==> src/rtl/sram_arb_pkg.sv <==
// Shared types and defaults for the two-port SRAM arbiter.
package sram_arb_pkg;

   localparam int ADDR_W_DEF    = 6;
   localparam int DATA_W_DEF    = 32;
   localparam int MAX_BURST_DEF = 16;

   // Port indices: port 0 is the Wishbone side, port 1 the FIFO side.
   localparam logic PORT0 = 1'b0;
   localparam logic PORT1 = 1'b1;

   typedef enum logic [1:0] {
      IDLE = 2'd0,
      OWN0 = 2'd1,
      OWN1 = 2'd2
   } arb_state_e;

   // Ownership state that corresponds to granting the given port.
   function automatic arb_state_e own_state(input logic port);
      return port ? OWN1 : OWN0;
   endfunction

endpackage

==> src/rtl/sram_arb_rd_tag.sv <==
// One-cycle read-return pipeline: remembers that a read beat was accepted
// and which port issued it, so the SRAM's registered data is steered back
// to that port even if ownership has already moved on.
module sram_arb_rd_tag
   import sram_arb_pkg::*;
(
   input  logic       clk,
   input  logic       reset,
   input  logic       rd_fire,
   input  logic       rd_owner,
   output logic [1:0] rs_valid
);

   logic pend;
   logic tag;

   // Capture the read fire and its owner for exactly one cycle.
   always_ff @(posedge clk or negedge reset) begin
      if (!reset) begin
         pend <= 1'b0;
         tag  <= PORT0;
      end else begin
         // NOTE: non-blocking assignments keep every flop sampling pre-edge values.
         pend <= rd_fire;
         tag  <= rd_owner;
      end
   end

   // Decode the pending tag into a one-hot per-port valid.
   always_comb begin
      // NOTE: assigning a default first guarantees no latch is inferred.
      rs_valid = '0;
      if (pend) rs_valid[tag] = 1'b1;
   end

endmodule

==> src/rtl/sram_arbiter.sv <==
// Two-port burst arbiter in front of a single-port SRAM with a
// one-cycle registered read. Ports alternate on ties; a grant is held until
// the owner's last beat or MAX_BURST beats, whichever comes first.
module sram_arbiter
   import sram_arb_pkg::*;
#(
   parameter int ADDR_W    = ADDR_W_DEF,
   parameter int DATA_W    = DATA_W_DEF,
   parameter int MAX_BURST = MAX_BURST_DEF
) (
   input  logic                   clk,
   input  logic                   reset,
   input  logic [1:0]             rq_valid,
   input  logic [1:0][ADDR_W-1:0] rq_adr,
   input  logic [1:0]             rq_we,
   input  logic [1:0][DATA_W-1:0] rq_datwr,
   input  logic [1:0]             rq_last,
   output logic [1:0]             rq_ready,
   output logic [1:0]             rs_valid,
   output logic [DATA_W-1:0]      rs_datrd,
   output logic [ADDR_W-1:0]      sram_adr,
   output logic [DATA_W-1:0]      sram_dat_w,
   output logic                   sram_we,
   input  logic [DATA_W-1:0]      sram_dat_r
);

   localparam int CNT_W = $clog2(MAX_BURST + 1);

   arb_state_e        state, state_nx;
   logic              last_srv, last_srv_nx;
   logic [CNT_W-1:0]  cnt, cnt_nx;
   logic              arm;
   logic              owner;
   logic              accept;
   logic              rel;
   logic [ADDR_W-1:0] adr_q;
   logic [DATA_W-1:0] dat_q;

   assign owner  = (state == OWN1);
   assign accept = |(rq_valid & rq_ready);
   assign rel    = accept & (rq_last[owner] | (cnt == CNT_W'(MAX_BURST - 1)));

   // SRAM request passes straight through on accept, otherwise holds.
   assign sram_adr   = accept ? rq_adr[owner]   : adr_q;
   assign sram_dat_w = accept ? rq_datwr[owner] : dat_q;
   assign sram_we    = accept & rq_we[owner];
   assign rs_datrd   = sram_dat_r;

   // Ready is a pure decode of the ownership state.
   always_comb begin
      rq_ready = '0;
      if (state == OWN0) rq_ready[PORT0] = 1'b1;
      if (state == OWN1) rq_ready[PORT1] = 1'b1;
   end

   // Next-state, last-served pointer and beat counter.
   always_comb begin
      state_nx    = state;
      last_srv_nx = last_srv;
      cnt_nx      = cnt;
      case (state)
         IDLE: begin
            // arm delays the first grant to the second edge after reset.
            if (arm) begin
               cnt_nx = '0;
               if (rq_valid == 2'b11)  state_nx = own_state(!last_srv);
               else if (rq_valid[0])   state_nx = OWN0;
               else if (rq_valid[1])   state_nx = OWN1;
            end
         end
         OWN0, OWN1: begin
            if (accept) cnt_nx = cnt + CNT_W'(1);
            if (rel) begin
               last_srv_nx = owner;
               cnt_nx      = '0;
               state_nx    = rq_valid[!owner] ? own_state(!owner) : IDLE;
            end
         end
         default: state_nx = IDLE;
      endcase
   end

   // Arbitration state, counter and held SRAM request registers.
   always_ff @(posedge clk or negedge reset) begin
      if (!reset) begin
         state    <= IDLE;
         last_srv <= PORT1;
         cnt      <= '0;
         arm      <= 1'b0;
         adr_q    <= '0;
         dat_q    <= '0;
      end else begin
         state    <= state_nx;
         last_srv <= last_srv_nx;
         cnt      <= cnt_nx;
         arm      <= 1'b1;
         if (accept) begin
            adr_q <= rq_adr[owner];
            dat_q <= rq_datwr[owner];
         end
      end
   end

   sram_arb_rd_tag u_rd_tag (
      .clk      (clk),
      .reset    (reset),
      .rd_fire  (accept & ~rq_we[owner]),
      .rd_owner (owner),
      .rs_valid (rs_valid)
   );

endmodule

==> config.mk <==
export PLATFORM = sky130hd
export DESIGN_NAME = sram_arbiter
export DESIGN_NICKNAME = d
export VERILOG_FILES = /design/src/rtl/sram_arb_pkg.sv /design/src/rtl/sram_arb_rd_tag.sv /design/src/rtl/sram_arbiter.sv
export SDC_FILE = /design/constraint.sdc
export NUM_CORES = 1
export LEC_CHECK = 0
export ABC_AREA = 0
export CORE_MARGIN = 4
export CORE_UTILIZATION = 32
export CTS_BUF_LIST = sky130_fd_sc_hd__clkbuf_16
export DETAILED_ROUTE_END_ITERATION = 16
export HOLD_SLACK_MARGIN = 0.02
export PLACE_DENSITY_LB_ADDON = 0.12
export SETUP_SLACK_MARGIN = 0.4
export SLEW_MARGIN = 20
export SYNTH_ARGS = -nofsm -noshare
export SYNTH_HDL_FRONTEND = slang
export SYNTH_HIERARCHICAL = 1
export SYNTH_SLANG_ARGS = --single-unit
==> constraint.sdc <==
create_clock -name clk -period 1.82 [get_ports clk]
set_input_delay 0.182 -clock clk [delete_from_list [all_inputs] [get_ports clk]]
set_output_delay 0.182 -clock clk [all_outputs]
set_load 0.01 [all_outputs]
==> metrics.md <==
| Metric | Value |
|---|---|
| Status | complete, but fails checks |
| Failing checks | negative setup slack |
| Worst slew margin | approximately 60% |
| Routed wire length | 9.64 mm |
| Cells after DPL | about 500 |
| Share of the yosys chip area belonging to registers | 45.4% |
| Via count | 2705 |
| Layout Skew | 0.00291 ns |
| Antenna-violating nets left | 0 |
| Hold Path Depth | 0 |
| Post-synthesis register bit count | 49 |
| Post-synth EDFFs | 0 |
| Leakage | 2.66 nW |
| Die Y | approximately 100 µm |
| Clock Sinks | 49 |
| Post-DR vias/cell | between 4 and 5 |
| Area Growth Syn to Fin | 120% |
| I/O Buffers | 126 |
| Post-Syn Nets | approximately 400 |
| Critical Path AT | roughly 2.0 ns |
| Ys flop type | dfrtp_1 |
| Largest net degree at the start of global routing | 25 |
| Synth Warn # | 6 |
| GP Congestion | 0.810 |
| Num rows | 33 |
| R2R depth | 9 |
| Ant diodes | 0 |
| RR Endpoint | cnt[0] |
| Final Total Pwr | 0.0107 W |
| Finished Layout Cells | 569 |
| Worst-Margin Slew | 0.575 ns |
| Unrepaired setup endpoints after global routing | yes |
| Antenna violations before repair | 0 |
| R2R setup slack | -0.17 ns |
| Initial DRT Pass Iterations | 4 |
| CTS buffer count | 5 |
| Asr flop ratio synth | 100% |
| Pwr per Cell Area | 1800 nW/µm² |
| GRT Total Usage | 17.4% |
| Initial DRC Count | 96 |
| Hold Slack | 0.364 ns |
| Share of layout cells above drive strength 1 | 57.5% |
| Worst Setup Start Kind | register |
| Setup WS post-layout | -0.311 ns |
| Yosys cell types | 36 |
| Vias in the first global route | 2657 |
| First-pass GRT wire length | 13.8 mm |
| Die W | 99.9 µm |
| Wire per inst | 16.9 µm |
| Min Tclk post-route | 2.13 ns |
| CTS clk-pin slew, worst paths | 0.06 ns |
| # nets final | 586 |
| Min-delay worst type | input pin to primary output |
| Final Slew Violations | 0 |
| Finished Cell Area | just under 6000 µm² |
| Worst-skew pair later-pin latency | ~0.28 ns |
| Grt ovf | 0 |
| HPWL Detailed | 5.72 mm |
| CP max FO | 5 |
| Post-Route Utilization | just over 70% |
| Worst setup EP type | primary output |
| Post-Synthesis Cell Area | 2710 µm² |
| Clock root cell | clkbuf_16 |
| Initial Util | 32.9% |
| Fill cells | 531 |
| Max Freq | 469 MHz |
| Syn avg cell area | 10.1 µm² |
| Num ports | 191 |
| Core Area | slightly above 8000 µm² |
| Max_cap viols | 0 |
| Die footprint | about 10000 µm² |
| TritonCTS clock tree | built |
| Worst Path Required | 1.64 ns |
| Maximum VDD drop | 0.935 mV |
| Worst r2r src | state[0] |
| Max Root-Sink Buffers | 2 |
| Final Hold Vio Count | 0 |
| Final setup viols | 47 |
| Placed cell areas | roughly 4300 µm² |
| H-tree depth | 2 |
| Critical Path Source | state[0] |
| Cells after synthesis | 269 |
| Critical path class | register to primary output |
| Crit path capture | sram_dat_w[25] |
| Fin crit share | 117% |
| Remaining DRCs | 0 |
flip-flops by register name (all words and copies together) (netlist names):
name	flops
arm	1
state	2
u_rd_tag/pend	1
u_rd_tag/tag	1
cnt	5
dat_q	32
last_srv	1
adr_q	6
cell families after synthesis:
group	synth area share, %
AND/OR/NAND/NOR	10.5
AO/OA/AOI/OAI	12.1
other	0.139
buffers and inverters	12.1
multiplexers	16.6
flip-flops	45.4
adder cells (fa/ha/maj)	3.24
metrics by stage:
stage / setup slack [ns] / TNS, ns
after global routing: -0.404 / -14.99
after CTS: -0.227 / -7.75
after floorplan: 0.111 / 0
after global placement: -0.359 / -13.53
final: -0.311 / -10.28
after detailed placement: -0.390 / -14.43
routing by layer:
| layer | global-route usage, % | vias up | share of wire (%) |
|---|---|---|---|
| met1 | 21.7 | 1314 | 41 |
| met3 | 3.54 | 15 | 4.8 |
| met2 | 30.6 | 74 | 52 |
| met4 | 4.52 | 0 | 1.4 |
| met5 | 0 | - | 0 |
| li1 | - | 1302 | - |
power by group:
part | total (W) | switching [W] | internal, W
clock | 0.000898 | 0.000393 | 0.000505
sequential | 0.00188 | 0.000293 | 0.00159
combinational | 0.00796 | 0.00328 | 0.00468
worst max-delay path: stages, from the launching register on:
cell       delay [ns]
dfrtp_1          0.40
buf_6            0.13
ha_4             0.15
a22oi_2          0.21
buf_6            0.20
buf_12           0.12
clkbuf_16        0.16
nand2_4          0.05
o21ai_2          0.07
buf_2            0.17
synthesized netlist by cell type, drive strengths merged, types with 2 or more instances:
library cell	count	area, µm²
a22o	3	26.3
buf	38	279
o21ai	43	215
and2	2	13.8
clkbuf	9	33.8
nand2	42	158
a21oi	2	10.0
nor2b	2	12.5
ha	7	87.6
mux2	4	48.8
inv	4	15.0
mux2i	40	400
nand2b	3	18.8
nand3	4	20.0
a22oi	3	27.5
nor2	2	7.51
dfrtp	48	1200
repair_timing:
item | CTS | global route
hold buffers | 1 | 0
setup endpoints to repair | 90 | 88
endpoints found under the hold margin | 21 | 0
pin swaps | 6 | 44
cloned | 8 | 6
resized for setup | 230 | 132
buffers inserted | 15 | 27
worst min path at each step:
stage / startpoint / to / slack (ns)
2_1_floorplan: reset / adr_q[0] / -0.11
3_3_place_gp: reset / dat_q[10] / 0.21
3_5_place_dp: reset / dat_q[10] / 0.22
4_1_cts: sram_dat_r[0] / rs_datrd[0] / 0.36
5_1_grt: sram_dat_r[27] / rs_datrd[27] / 0.36
6_report: sram_dat_r[11] / rs_datrd[11] / 0.36
layout make-up:
cell class / instances / area (µm²) / area share [%]
Tap cell: 105 / 131 / 2.21
Timing Repair Buffer: 234 / 2530 / 42.5
Clock inverter: 3 / 17.5 / 0.294
Clock buffer: 5 / 125 / 2.10
Inverter: 4 / 15.0 / 0.252
Sequential cell: 49 / 1230 / 20.6
Multi-Input combinational cell: 169 / 1900 / 32.0
placed cells by master (no fill, tap or decap), types with 4 or more instances in the layout:
cell             count
clkdlybuf4s50_1     82
mux2i_1             14
nand2_2              9
nand3_1              4
o21ai_4             17
nand2_4             19
buf_2               24
buf_16               8
buf_4               44
mux2i_2              9
mux2i_4             17
nand2_1             14
clkbuf_16           11
o21ai_2             22
dfrtp_1             48
buf_6               54
buf_12              12
Note: power is estimated with default switching activity, not from simulation.
